`config.mk`:
```
export PLATFORM = sky130hd
export DESIGN_NAME = multi_cycle_controller
export DESIGN_NICKNAME = d
export VERILOG_FILES = /design/src/rtl/multi_cycle_controller_pkg.sv /design/src/rtl/multi_cycle_controller_instruction_class_decoder.sv /design/src/rtl/multi_cycle_controller.sv
export SDC_FILE = /design/constraint.sdc
export NUM_CORES = 1
export LEC_CHECK = 0
export BUFFER_PORTS_ARGS = -buffer_cell sky130_fd_sc_hd__buf_4
export CELL_PAD_IN_SITES_DETAIL_PLACEMENT = 0
export CELL_PAD_IN_SITES_GLOBAL_PLACEMENT = 2
export CORE_ASPECT_RATIO = 0.75
export CORE_MARGIN = 5
export CORE_UTILIZATION = 17
export DETAILED_ROUTE_END_ITERATION = 16
export PLACE_DENSITY_LB_ADDON = 0.1
export SLEW_MARGIN = 0
export SYNTH_ARGS = -nofsm -noshare
export SYNTH_HDL_FRONTEND = slang
export SYNTH_HIERARCHICAL = 1
export SYNTH_SLANG_ARGS = --single-unit
```
`constraint.sdc`:
```
create_clock -name clock -period 1.7 [get_ports clock]
set_clock_uncertainty 0.05 [all_clocks]
set_input_delay 0 -clock clock [delete_from_list [all_inputs] [get_ports clock]]
set_output_delay 0 -clock clock [all_outputs]
set_load 0.1 [all_outputs]
```
`src/rtl/multi_cycle_controller_pkg.sv`:
```
// multi_cycle_controller_pkg: shared opcode, state and select encodings for the multi-cycle controller.
package multi_cycle_controller_pkg;
  typedef enum logic [6:0] {
    OPC_LOAD   = 7'b0000011,
    OPC_OP_IMM = 7'b0010011,
    OPC_AUIPC  = 7'b0010111,
    OPC_STORE  = 7'b0100011,
    OPC_OP     = 7'b0110011,
    OPC_LUI    = 7'b0110111,
    OPC_BRANCH = 7'b1100011,
    OPC_JALR   = 7'b1100111,
    OPC_JAL    = 7'b1101111
  } opcode_t;
  typedef enum logic [2:0] {
    ST_FETCH,
    ST_DECODE,
    ST_EXECUTE,
    ST_MEMORY,
    ST_WRITEBACK,
    ST_HALTED
  } controller_state_t;
  typedef enum logic [1:0] {
    PC_PLUS4 = 2'd0,
    PC_IMM   = 2'd1,
    PC_ALU   = 2'd2
  } program_counter_select_t;
  typedef enum logic [1:0] {
    WB_ALU = 2'd0,
    WB_MEM = 2'd1,
    WB_PC4 = 2'd2,
    WB_IMM = 2'd3
  } writeback_select_t;
endpackage

```
`src/rtl/multi_cycle_controller_instruction_class_decoder.sv`:
```
// instruction_class_decoder: maps an opcode to legality, memory class and datapath selects.
module instruction_class_decoder
  import multi_cycle_controller_pkg::*;
(
  input  logic [6:0] opcode,
  output logic       legal,
  output logic       is_memory,
  output logic       is_store,
  output logic       is_branch,
  output logic       writes_rd,
  output logic       alu_operand_a_select,
  output logic       alu_operand_b_select,
  output logic [1:0] program_counter_select,
  output logic [1:0] writeback_select
);
  always_comb begin
    legal = 1'b0;
    is_memory = 1'b0;
    is_store = 1'b0;
    is_branch = 1'b0;
    writes_rd = 1'b0;
    alu_operand_a_select = 1'b0;
    alu_operand_b_select = 1'b0;
    program_counter_select = PC_PLUS4;
    writeback_select = WB_ALU;
    case (opcode_t'(opcode))
      OPC_LOAD: begin
        legal = 1'b1;
        is_memory = 1'b1;
        writes_rd = 1'b1;
        alu_operand_b_select = 1'b1;
        writeback_select = WB_MEM;
      end
      OPC_STORE: begin
        legal = 1'b1;
        is_memory = 1'b1;
        is_store = 1'b1;
        alu_operand_b_select = 1'b1;
      end
      OPC_BRANCH: begin
        legal = 1'b1;
        is_branch = 1'b1;
        program_counter_select = PC_IMM;
      end
      OPC_JAL: begin
        legal = 1'b1;
        writes_rd = 1'b1;
        program_counter_select = PC_IMM;
        writeback_select = WB_PC4;
      end
      OPC_JALR: begin
        legal = 1'b1;
        writes_rd = 1'b1;
        alu_operand_b_select = 1'b1;
        program_counter_select = PC_ALU;
        writeback_select = WB_PC4;
      end
      OPC_OP: begin
        legal = 1'b1;
        writes_rd = 1'b1;
      end
      OPC_OP_IMM: begin
        legal = 1'b1;
        writes_rd = 1'b1;
        alu_operand_b_select = 1'b1;
      end
      OPC_LUI: begin
        legal = 1'b1;
        writes_rd = 1'b1;
        writeback_select = WB_IMM;
      end
      OPC_AUIPC: begin
        legal = 1'b1;
        writes_rd = 1'b1;
        alu_operand_a_select = 1'b1;
        alu_operand_b_select = 1'b1;
      end
      default: ;
    endcase
  end
endmodule

```
`src/rtl/multi_cycle_controller.sv`:
```
// multi_cycle_controller: fetch/decode/execute/memory/writeback sequencer for a tiny RISC-V datapath.
module multi_cycle_controller
  import multi_cycle_controller_pkg::*;
(
  input  logic        clock,
  input  logic        reset,
  input  logic [31:0] instruction,
  input  logic        memory_ready,
  input  logic        branch_condition,
  output logic        memory_request,
  output logic        memory_write_enable,
  output logic        memory_address_select,
  output logic        instruction_write_enable,
  output logic        program_counter_write_enable,
  output logic [1:0]  program_counter_select,
  output logic        alu_operand_a_select,
  output logic        alu_operand_b_select,
  output logic        register_write_enable,
  output logic [1:0]  writeback_select,
  output logic        instruction_retired,
  output logic        halted
);
  controller_state_t state_q, state_d;
  logic legal, is_memory, is_store, is_branch, writes_rd, a_sel, b_sel;
  logic [1:0] pc_sel, wb_sel;
  instruction_class_decoder u_decoder (
    .opcode                 (instruction[6:0]),
    .legal                  (legal),
    .is_memory              (is_memory),
    .is_store               (is_store),
    .is_branch              (is_branch),
    .writes_rd              (writes_rd),
    .alu_operand_a_select   (a_sel),
    .alu_operand_b_select   (b_sel),
    .program_counter_select (pc_sel),
    .writeback_select       (wb_sel)
  );
  always_ff @(posedge clock) state_q <= reset ? ST_FETCH : state_d;
  // Outputs are forced low while reset is high so an in-flight access is dropped immediately.
  always_comb begin
    state_d = state_q;
    memory_request = 1'b0;
    memory_write_enable = 1'b0;
    memory_address_select = 1'b0;
    instruction_write_enable = 1'b0;
    program_counter_write_enable = 1'b0;
    program_counter_select = PC_PLUS4;
    alu_operand_a_select = 1'b0;
    alu_operand_b_select = 1'b0;
    register_write_enable = 1'b0;
    writeback_select = WB_ALU;
    instruction_retired = 1'b0;
    halted = 1'b0;
    if (!reset) begin
      case (state_q)
        ST_FETCH: begin
          memory_request = 1'b1;
          instruction_write_enable = memory_ready;
          state_d = memory_ready ? ST_DECODE : ST_FETCH;
        end
        ST_DECODE: state_d = legal ? ST_EXECUTE : ST_HALTED;
        ST_EXECUTE: begin
          alu_operand_a_select = a_sel;
          alu_operand_b_select = b_sel;
          state_d = is_memory ? ST_MEMORY : ST_WRITEBACK;
        end
        ST_MEMORY: begin
          memory_request = 1'b1;
          memory_address_select = 1'b1;
          memory_write_enable = is_store;
          state_d = memory_ready ? ST_WRITEBACK : ST_MEMORY;
        end
        ST_WRITEBACK: begin
          program_counter_write_enable = 1'b1;
          instruction_retired = 1'b1;
          program_counter_select = (is_branch && !branch_condition) ? PC_PLUS4 : pc_sel;
          register_write_enable = writes_rd && (instruction[11:7] != 5'd0);
          writeback_select = wb_sel;
          state_d = ST_FETCH;
        end
        default: halted = 1'b1;
      endcase
    end
  end
endmodule

```
==> impl_metrics.ini, run 1 <==
[timing]
fin_tns_setup_ps = 0
setup_viol = 0
slew_violations = 0
finalHoldViolations = 0
tightest_slew_ps = 446.6
max_freq_ghz = 0.6228
relSlewSlack_pct = 70.17
fin_crit_sh_pct = 94.46
fin_crit_ps = 1606
grt_setup_unrepaired = no

[yosys]
async_flop_share_pct = 0
avgSynthCellArea_sq_um = 7.299
synthXorXnorAreaFrac_pct = 3.077
synth_area_sq_um = 569.3
synth_top_family_by_area = simple AND/OR/NAND/NOR gates
synthMuxAreaShare_pct = 1.758
yosys_warnings = 6
yosysUniqueCellTypes = 36
ys_ff_latch = 3
synth_compound_area_share_pct = 22.42
synthAdderAreaFrac_pct = 0
yosysSeqAreaShare_pct = 10.55
synth_top_flop_cell = dfxtp_1
syn_inst = 78
synthesis.nets = 114
synth-simple-area-share_pct = 51.21
synth_edf_count = 0

[place]
globalplace.congestion = 0.7147
dp_hpwl_um = 1496
portBuffers = 29
place_area_sq_um = 867.1

[worst_setup_path]
cp.arrival_ps = 1560
worstPathRequired_ps = 1650
path_max_fanout = 7
crit_type = primary input to output pin
crit_start = reset
crit_path_start_kind = primary input
rr_startpoint = state_q[0]
endpoint_kind = output pin

[grt]
grt_pass1_wl_um = 3360
antenna_found_initial = 0
grt_max_degree = 13
globalRouteTotalUtil_pct = 8.848
overflow = 0
grt_pass1_vias = 684

[routing]
drc_errors = 0
routed_via_density = 4.358
dr.first_iter.drc_count = 10
drtAntennaViolNets = 0
drt_pass1_iterations = 2
num_vias = 658
wl_um = 1936
wl_per_cell_um = 12.82

[cts]
tritoncts = done
htreeDepth = 1
cts_setup_buffers = 0
insertion_delay_ps = 210
cts.root.buffer_cell = clkbuf_8
clkSlewWorstSetupHoldPaths_ps = 30
cts.sinks = 3
clockBufferDepth = 2
cts_made_buffers = 3

[finish]
largest_reg_flops = 3
antennaDiodeCount = 0
regMostFlops = state_q
drive_above_1_share_pct = 50.45
num-nets-final = 148
area_delta_synth_final_pct = 64.62
final_common_cell = buf_4
final.fill_count = 364
layout_common_cells = buf_4, nor3_1, nor2_1, a21oi_1, nand2_1
final_area_sq_um = 937.1
biggestRegsByFlops = state_q x3

[pwr]
ir_drop_v = 0.0002412
leakagePower_nw = 0.4140
power_density_nw_per_um2 = 500.8

[floorplanning]
fp.dieArea_sq_um = 4618
die_width_um = 76.82
die_h_um = 60.12
rows = 18
core_sq_um = 3266
initial_core_util_pct = 17.43
boundaryPins = 50

[flow_run]
drv_cap = 0

[hold_path]
hp-class = primary input to flop
hp-start = memory_ready

[run_status]
outcome = complete, no violations
-- worst paths after layout --
check / endpoint / slack, ps / cells after the start
worst max-delay path: writeback_select[1] / 90 / 6
worst min-delay path: state_q[1] / 90 / 3
worst max register to register: state_q[1] / 420 / 4
worst min register to register: state_q[0] / 560 / 2
-- through the flow --
stage                     std cells  setup slack (ps)  utilization, %  power [mW]  hold slack [ps]
final                           151             94.26           28.70      0.4694            87.69
after global routing            151             15.02           28.70      0.5067            109.3
after CTS                       151             15.84           28.24      0.4782            84.52
after detailed placement        146             217.2           26.55      0.2651            215.9
after global placement          146             200.0           26.55      0.2651            220.9
after floorplan                  78            -562.5               -      0.2040            19.41
-- critical path: stages --
cell,delay (ps)
dlygate4sd3_1,540
buf_4,180
nor4b_4,240
buf_4,190
and2_2,140
buf_4,280
-- report_power, final --
part / internal, mW / switching (mW) / total, mW
Sequential: 0.0756 / 0.00351 / 0.0791
Clock: 0.160 / 0.0430 / 0.203
Combinational: 0.0704 / 0.117 / 0.188
-- what timing repair did --
item	4_1_cts	5_1_grt
resized for setup	0	4
setup endpoints to repair	0	3
endpoints found under the hold margin	2	0
hold buffers	1	0
-- area by class of cell --
type	instances	area (sq um)	area share, %
Multi-Input combinational cell	64	478.0	51.00
Sequential cell	3	61.31	6.542
Tap cell	40	50.05	5.340
Timing Repair Buffer	37	291.5	31.11
Inverter	3	11.26	1.202
Clock buffer	4	45.04	4.806
-- cells by family after synthesis --
group	after synthesis
XOR/XNOR	2
multiplexers	1
buffers and inverters	11
AND/OR/NAND/NOR	44
AO/OA/AOI/OAI	17
flip-flops	3
-- routing by layer --
layer	vias to the layer above	GRT usage, %	part of all wire, %
met5	-	0	0
met4	0	1.496	0
met1	286	14.12	60
li1	348	-	-
met3	0	2.711	4.9
met2	24	11.12	35
-- cells in the mapped netlist (all sizes together), types with 3 or more instances --
cell type	number	share of area (%)
dfxtp	3	11
inv	3	2.0
nor4	3	4.4
nand2	4	2.6
and3	3	3.3
or3	3	3.3
and2	7	8.1
nor3	8	7.0
buf	8	9.0
nand2b	3	4.6
nor2	5	3.3
o21ai	3	2.6
a21oi	5	4.4
No activity file was read; power rests on OpenSTA's default activity.
==> run 2, diff against run 1 <==
--- a/config.mk
+++ b/config.mk
@@ -12,7 +12,7 @@
 export CORE_MARGIN = 5
 export CORE_UTILIZATION = 17
 export DETAILED_ROUTE_END_ITERATION = 16
-export PLACE_DENSITY_LB_ADDON = 0.1
+export PLACE_DENSITY = 0.81
 export SLEW_MARGIN = 0
 export SYNTH_ARGS = -nofsm -noshare
 export SYNTH_HDL_FRONTEND = slang
==> run 2 against run 1 <==
Flip-flop and latch count did not move. Design area fell by 3.2%. Via count fell by 0.15%. Sequential share of layout area rose by 0.22 points. Largest cell class unchanged. Highest routed layer unchanged.
==> impl_metrics.ini, run 2 (same netlist as run 1, synthesis figures left out) <==
[finish]
final_core_util_pct = 27.78
final_common_cell = buf_4
num-nets-final = 145
regMostFlops = state_q
final.fill_count = 352
biggestRegsByFlops = state_q x3
largest_reg_flops = 3
antennaDiodeCount = 0
drive_above_1_share_pct = 48.15
layout_common_cells = buf_4, nor3_1, nor2_1, a21oi_1, nand2_1
area_delta_synth_final_pct = 59.34

[pwr]
leakagePower_nw = 0.3974
totalPowerFinal_mw = 0.4620
ir_drop_v = 0.0002273
power_density_nw_per_um2 = 509.3

[timing]
fin_tns_setup_ps = 0
max_freq_ghz = 0.6133
setup_viol = 0
tightest_slew_ps = 465.1
fin_crit_ps = 1631
setup_slack_ps = 69.48
fin_crit_sh_pct = 95.91
relSlewSlack_pct = 68.71
finalHoldViolations = 0
grt_setup_unrepaired = no
slew_violations = 0

[grt]
antenna_found_initial = 0
grt_pass1_wl_um = 3187
grt_pass1_vias = 669
grt_max_degree = 13
globalRouteTotalUtil_pct = 8.395
overflow = 0

[floorplanning]
rows = 18
initial_core_util_pct = 17.43
boundaryPins = 50
core_sq_um = 3266
die_width_um = 76.82
die_h_um = 60.12
fp.dieArea_sq_um = 4618

[cts]
cts.root.buffer_cell = clkbuf_8
cts_setup_buffers = 0
clkSlewWorstSetupHoldPaths_ps = 30
clockBufferDepth = 2
cts_made_buffers = 3
tritoncts = done
cts.sinks = 3
htreeDepth = 1
insertion_delay_ps = 210

[worst_setup_path]
path_max_fanout = 7
r2r_cells = 4
worstPathRequired_ps = 1650
endpoint_kind = output pin
crit_start = reset
cp.arrival_ps = 1580
crit_type = primary input to output pin
crit_path_start_kind = primary input
rr_startpoint = state_q[0]

[routing]
num_vias = 657
drt_pass1_iterations = 4
dr.first_iter.drc_count = 24
drc_errors = 0
drtAntennaViolNets = 0
wl_per_cell_um = 12.55
wl_um = 1857
routed_via_density = 4.439

[place]
pre_cts_slack_ps = 201.7
dp_hpwl_um = 1478
portBuffers = 29
globalplace.congestion = 0.7517

[hold_path]
hp-start = memory_ready
hp-class = primary input to flop
min_path_cells = 3

[run_status]
outcome = complete, no violations

[flow_run]
drv_cap = 0
-- run 2: cell types whose count changed in the layout (fill, tap and decap cells not counted), sizes merged --
cell	before	now
buf	36	33
-- run 2: cell type report --
class | count | area (sq um) | share of cell area (%)
clock buffer | 4 | 45.04 | 4.966
inverter | 3 | 11.26 | 1.241
multi-input combinational | 64 | 474.2 | 52.28
sequential | 3 | 61.31 | 6.759
tap | 40 | 50.05 | 5.517
timing repair buffer | 34 | 265.3 | 29.24
-- run 2: worst paths after layout --
kind | end | slack (ps)
min reg2reg | state_q[2] | 540
max | register_write_enable | 70
min | state_q[1] | 80
max reg2reg | state_q[1] | 430
-- run 2: metal layers --
layer  GRT usage (%)  vias to the layer above  routed length [um]
met2           13.30                       16                 861
met4           3.491                        0                   0
met1           10.20                      302                 868
li1                -                      339                   -
met5               0                        -                   0
met3           3.313                        0                 127
-- run 2: power by group --
part / switching (mW) / internal (mW) / total [mW]
logic: 0.111 / 0.0663 / 0.177
registers: 0.00727 / 0.0757 / 0.0829
clock network: 0.0422 / 0.160 / 0.202
total: 0.161 / 0.302 / 0.462
-- run 2: critical path, cell delays in order --
cell           delay (ps)
dlygate4sd3_1         540
buf_4                 170
nor4b_4               230
buf_4                 190
o311a_4               170
buf_4                 280
-- run 2: metrics by stage --
stage	std cells	hold slack, ps	cell area (sq um)
5_1_grt	148	101.7	907.1
4_1_cts	148	75.50	899.6
2_1_floorplan	78	19.41	598.1
3_5_place_dp	143	213.8	844.6
3_3_place_gp	143	210.6	844.6
6_report	148	81.20	907.1
-- run 2: what timing repair did --
| action | in CTS | in global routing |
|---|---|---|
| endpoints found under the hold margin | 2 | 0 |
| hold buffers | 1 | 0 |
| endpoints found under the setup margin | 0 | 2 |
| gates resized for setup | 0 | 2 |
==> run 3, diff against run 2 <==
--- a/config.mk
+++ b/config.mk
@@ -11,8 +11,10 @@
 export CORE_ASPECT_RATIO = 0.75
 export CORE_MARGIN = 5
 export CORE_UTILIZATION = 17
+export CTS_CLUSTER_SIZE = 16
 export DETAILED_ROUTE_END_ITERATION = 16
-export PLACE_DENSITY = 0.81
+export PLACE_DENSITY_LB_ADDON = 0.1
+export RECOVER_POWER = 25
 export SLEW_MARGIN = 0
 export SYNTH_ARGS = -nofsm -noshare
 export SYNTH_HDL_FRONTEND = slang
==> run 3 against run 2 <==
Critical path depth stayed put. Setup slack better by 30 ps. Routed wire length is 3.8% higher. First-iteration DRC count is 38% lower. Via count is 1.4% higher. Sequential power is 4.6% lower. Clock power hardly changed. Flip-flop and latch count stayed put. Critical path type unchanged. Largest power group unchanged. Highest routed layer unchanged.
==> impl_metrics.ini, run 3 (same netlist as run 1, synthesis figures left out) <==
[hold_path]
hp-start = memory_ready
min_path_cells = 3
hp-class = primary input to flop

[worst_setup_path]
crit_start = reset
worstPathRequired_ps = 1650
crit_type = primary input to output pin
cpPeakStageDelay_ps = 530
slowest_stage = dlygate4sd3_1
crit_chain = dlygate4sd3_1 -> buf_4 -> nor4b_4 -> buf_4 -> and2_2 -> buf_4
r2r_cells = 4
rr_startpoint = state_q[0]
crit_path_start_kind = primary input
path_max_fanout = 7
endpoint_kind = output pin
critPathMostFrequentCell = buf_4
cp.arrival_ps = 1550

[routing]
dr.first_iter.drc_count = 15
drtAntennaViolNets = 0
drc_errors = 0
routed_via_density = 4.411
num_vias = 666
drt_pass1_iterations = 4
wl_per_cell_um = 12.76
wl_um = 1927

[run_status]
outcome = complete, no violations

[cts]
cts_setup_buffers = 0
clkSlewWorstSetupHoldPaths_ps = 30
clockBufferDepth = 2
cts.root.buffer_cell = clkbuf_8
cts.sinks = 3
cts_made_buffers = 3
htreeDepth = 1
tritoncts = done
insertion_delay_ps = 210

[floorplanning]
boundaryPins = 50
initial_core_util_pct = 17.43
rows = 18
core_sq_um = 3266
fp.dieArea_sq_um = 4618
die_width_um = 76.82
die_h_um = 60.12

[timing]
setup_viol = 0
fin_tns_setup_ps = 0
finalHoldViolations = 0
slew_violations = 0
relSlewSlack_pct = 41.29
fin_crit_sh_pct = 94.15
setup_slack_ps = 99.41
grt_setup_unrepaired = no
max_freq_ghz = 0.6248
tightest_slew_ps = 858.4
fin_crit_ps = 1601
hold_slack_ps = 87.32

[grt]
met3_usage_pct = 2.711
grtUsageMet2_pct = 11.12
globalRouteTotalUtil_pct = 8.848
overflow = 0
busiest_layer = met1
grt.met1_usage_pct = 14.12
antenna_found_initial = 0
grt_pass1_wl_um = 3360
grt_max_degree = 13
grt_pass1_vias = 684

[place]
place_area_sq_um = 867.1
dpl.cell_count = 146
dp_hpwl_um = 1496
pre_cts_slack_ps = 217.2
globalplace.congestion = 0.7147
portBuffers = 29

[finish]
final_core_util_pct = 28.43
final_area_sq_um = 928.4
largest_reg_flops = 3
layout_common_cells = buf_4, nor3_1, nor2_1, a21oi_1, nand2_1
num-nets-final = 148
final_common_cell = buf_4
regMostFlops = state_q
finalNonFillerCells = 151
antennaDiodeCount = 0
biggestRegsByFlops = state_q x3
area_delta_synth_final_pct = 63.08
drive_above_1_share_pct = 49.55

[pwr]
totalPowerFinal_mw = 0.4655
ir_drop_v = 0.0002346
power_density_nw_per_um2 = 501.4
leakagePower_nw = 0.4122

[flow_run]
drv_cap = 0
-- run 3: cell types whose count changed in the layout (fill, tap and decap cells not counted) --
cell and delta:
a2111oi_0 +1, a2111oi_2 -1, a21boi_1 -1, a21boi_2 +1, buf_6 +1, clkbuf_2 +1
clkbuf_4 +1
-- run 3: power by group --
group	internal, mW	leakage (nW)	switching, mW
sequential	0.0756	0.0250	0.00346
clock	0.160	0.0228	0.0432
combinational	0.0681	0.364	0.116
-- run 3: final timing paths --
path | endpoint | slack, ps
worst min register to register | state_q[0] | 560
worst min-delay path | state_q[1] | 90
worst max-delay path | writeback_select[1] | 100
worst max register to register | state_q[1] | 420
-- run 3: timing repair --
item,CTS,global route
endpoints found under the hold margin,2,0
setup endpoints to repair,0,3
gates resized for setup,0,4
hold buffers,1,0
-- run 3: layout make-up --
| cell class | count | area [sq um] |
|---|---|---|
| Clock buffer | 4 | 45.04 |
| Fill cell | 362 | 2337 |
| Inverter | 3 | 11.26 |
| Multi-Input combinational cell | 64 | 471.7 |
| Sequential cell | 3 | 61.31 |
| Tap cell | 40 | 50.05 |
| Timing Repair Buffer | 37 | 289.0 |
-- run 3: worst max-delay path, delay by kind of cell --
kind	cells	cell delay, ps
and+or+nand+nor	2	380
buffers and inverters	4	1170
-- run 3: layer usage --
metal	up-vias	part of all wire, %
met2	32	36
li1	345	-
met5	-	0
met4	0	0
met1	289	57
met3	0	7.0
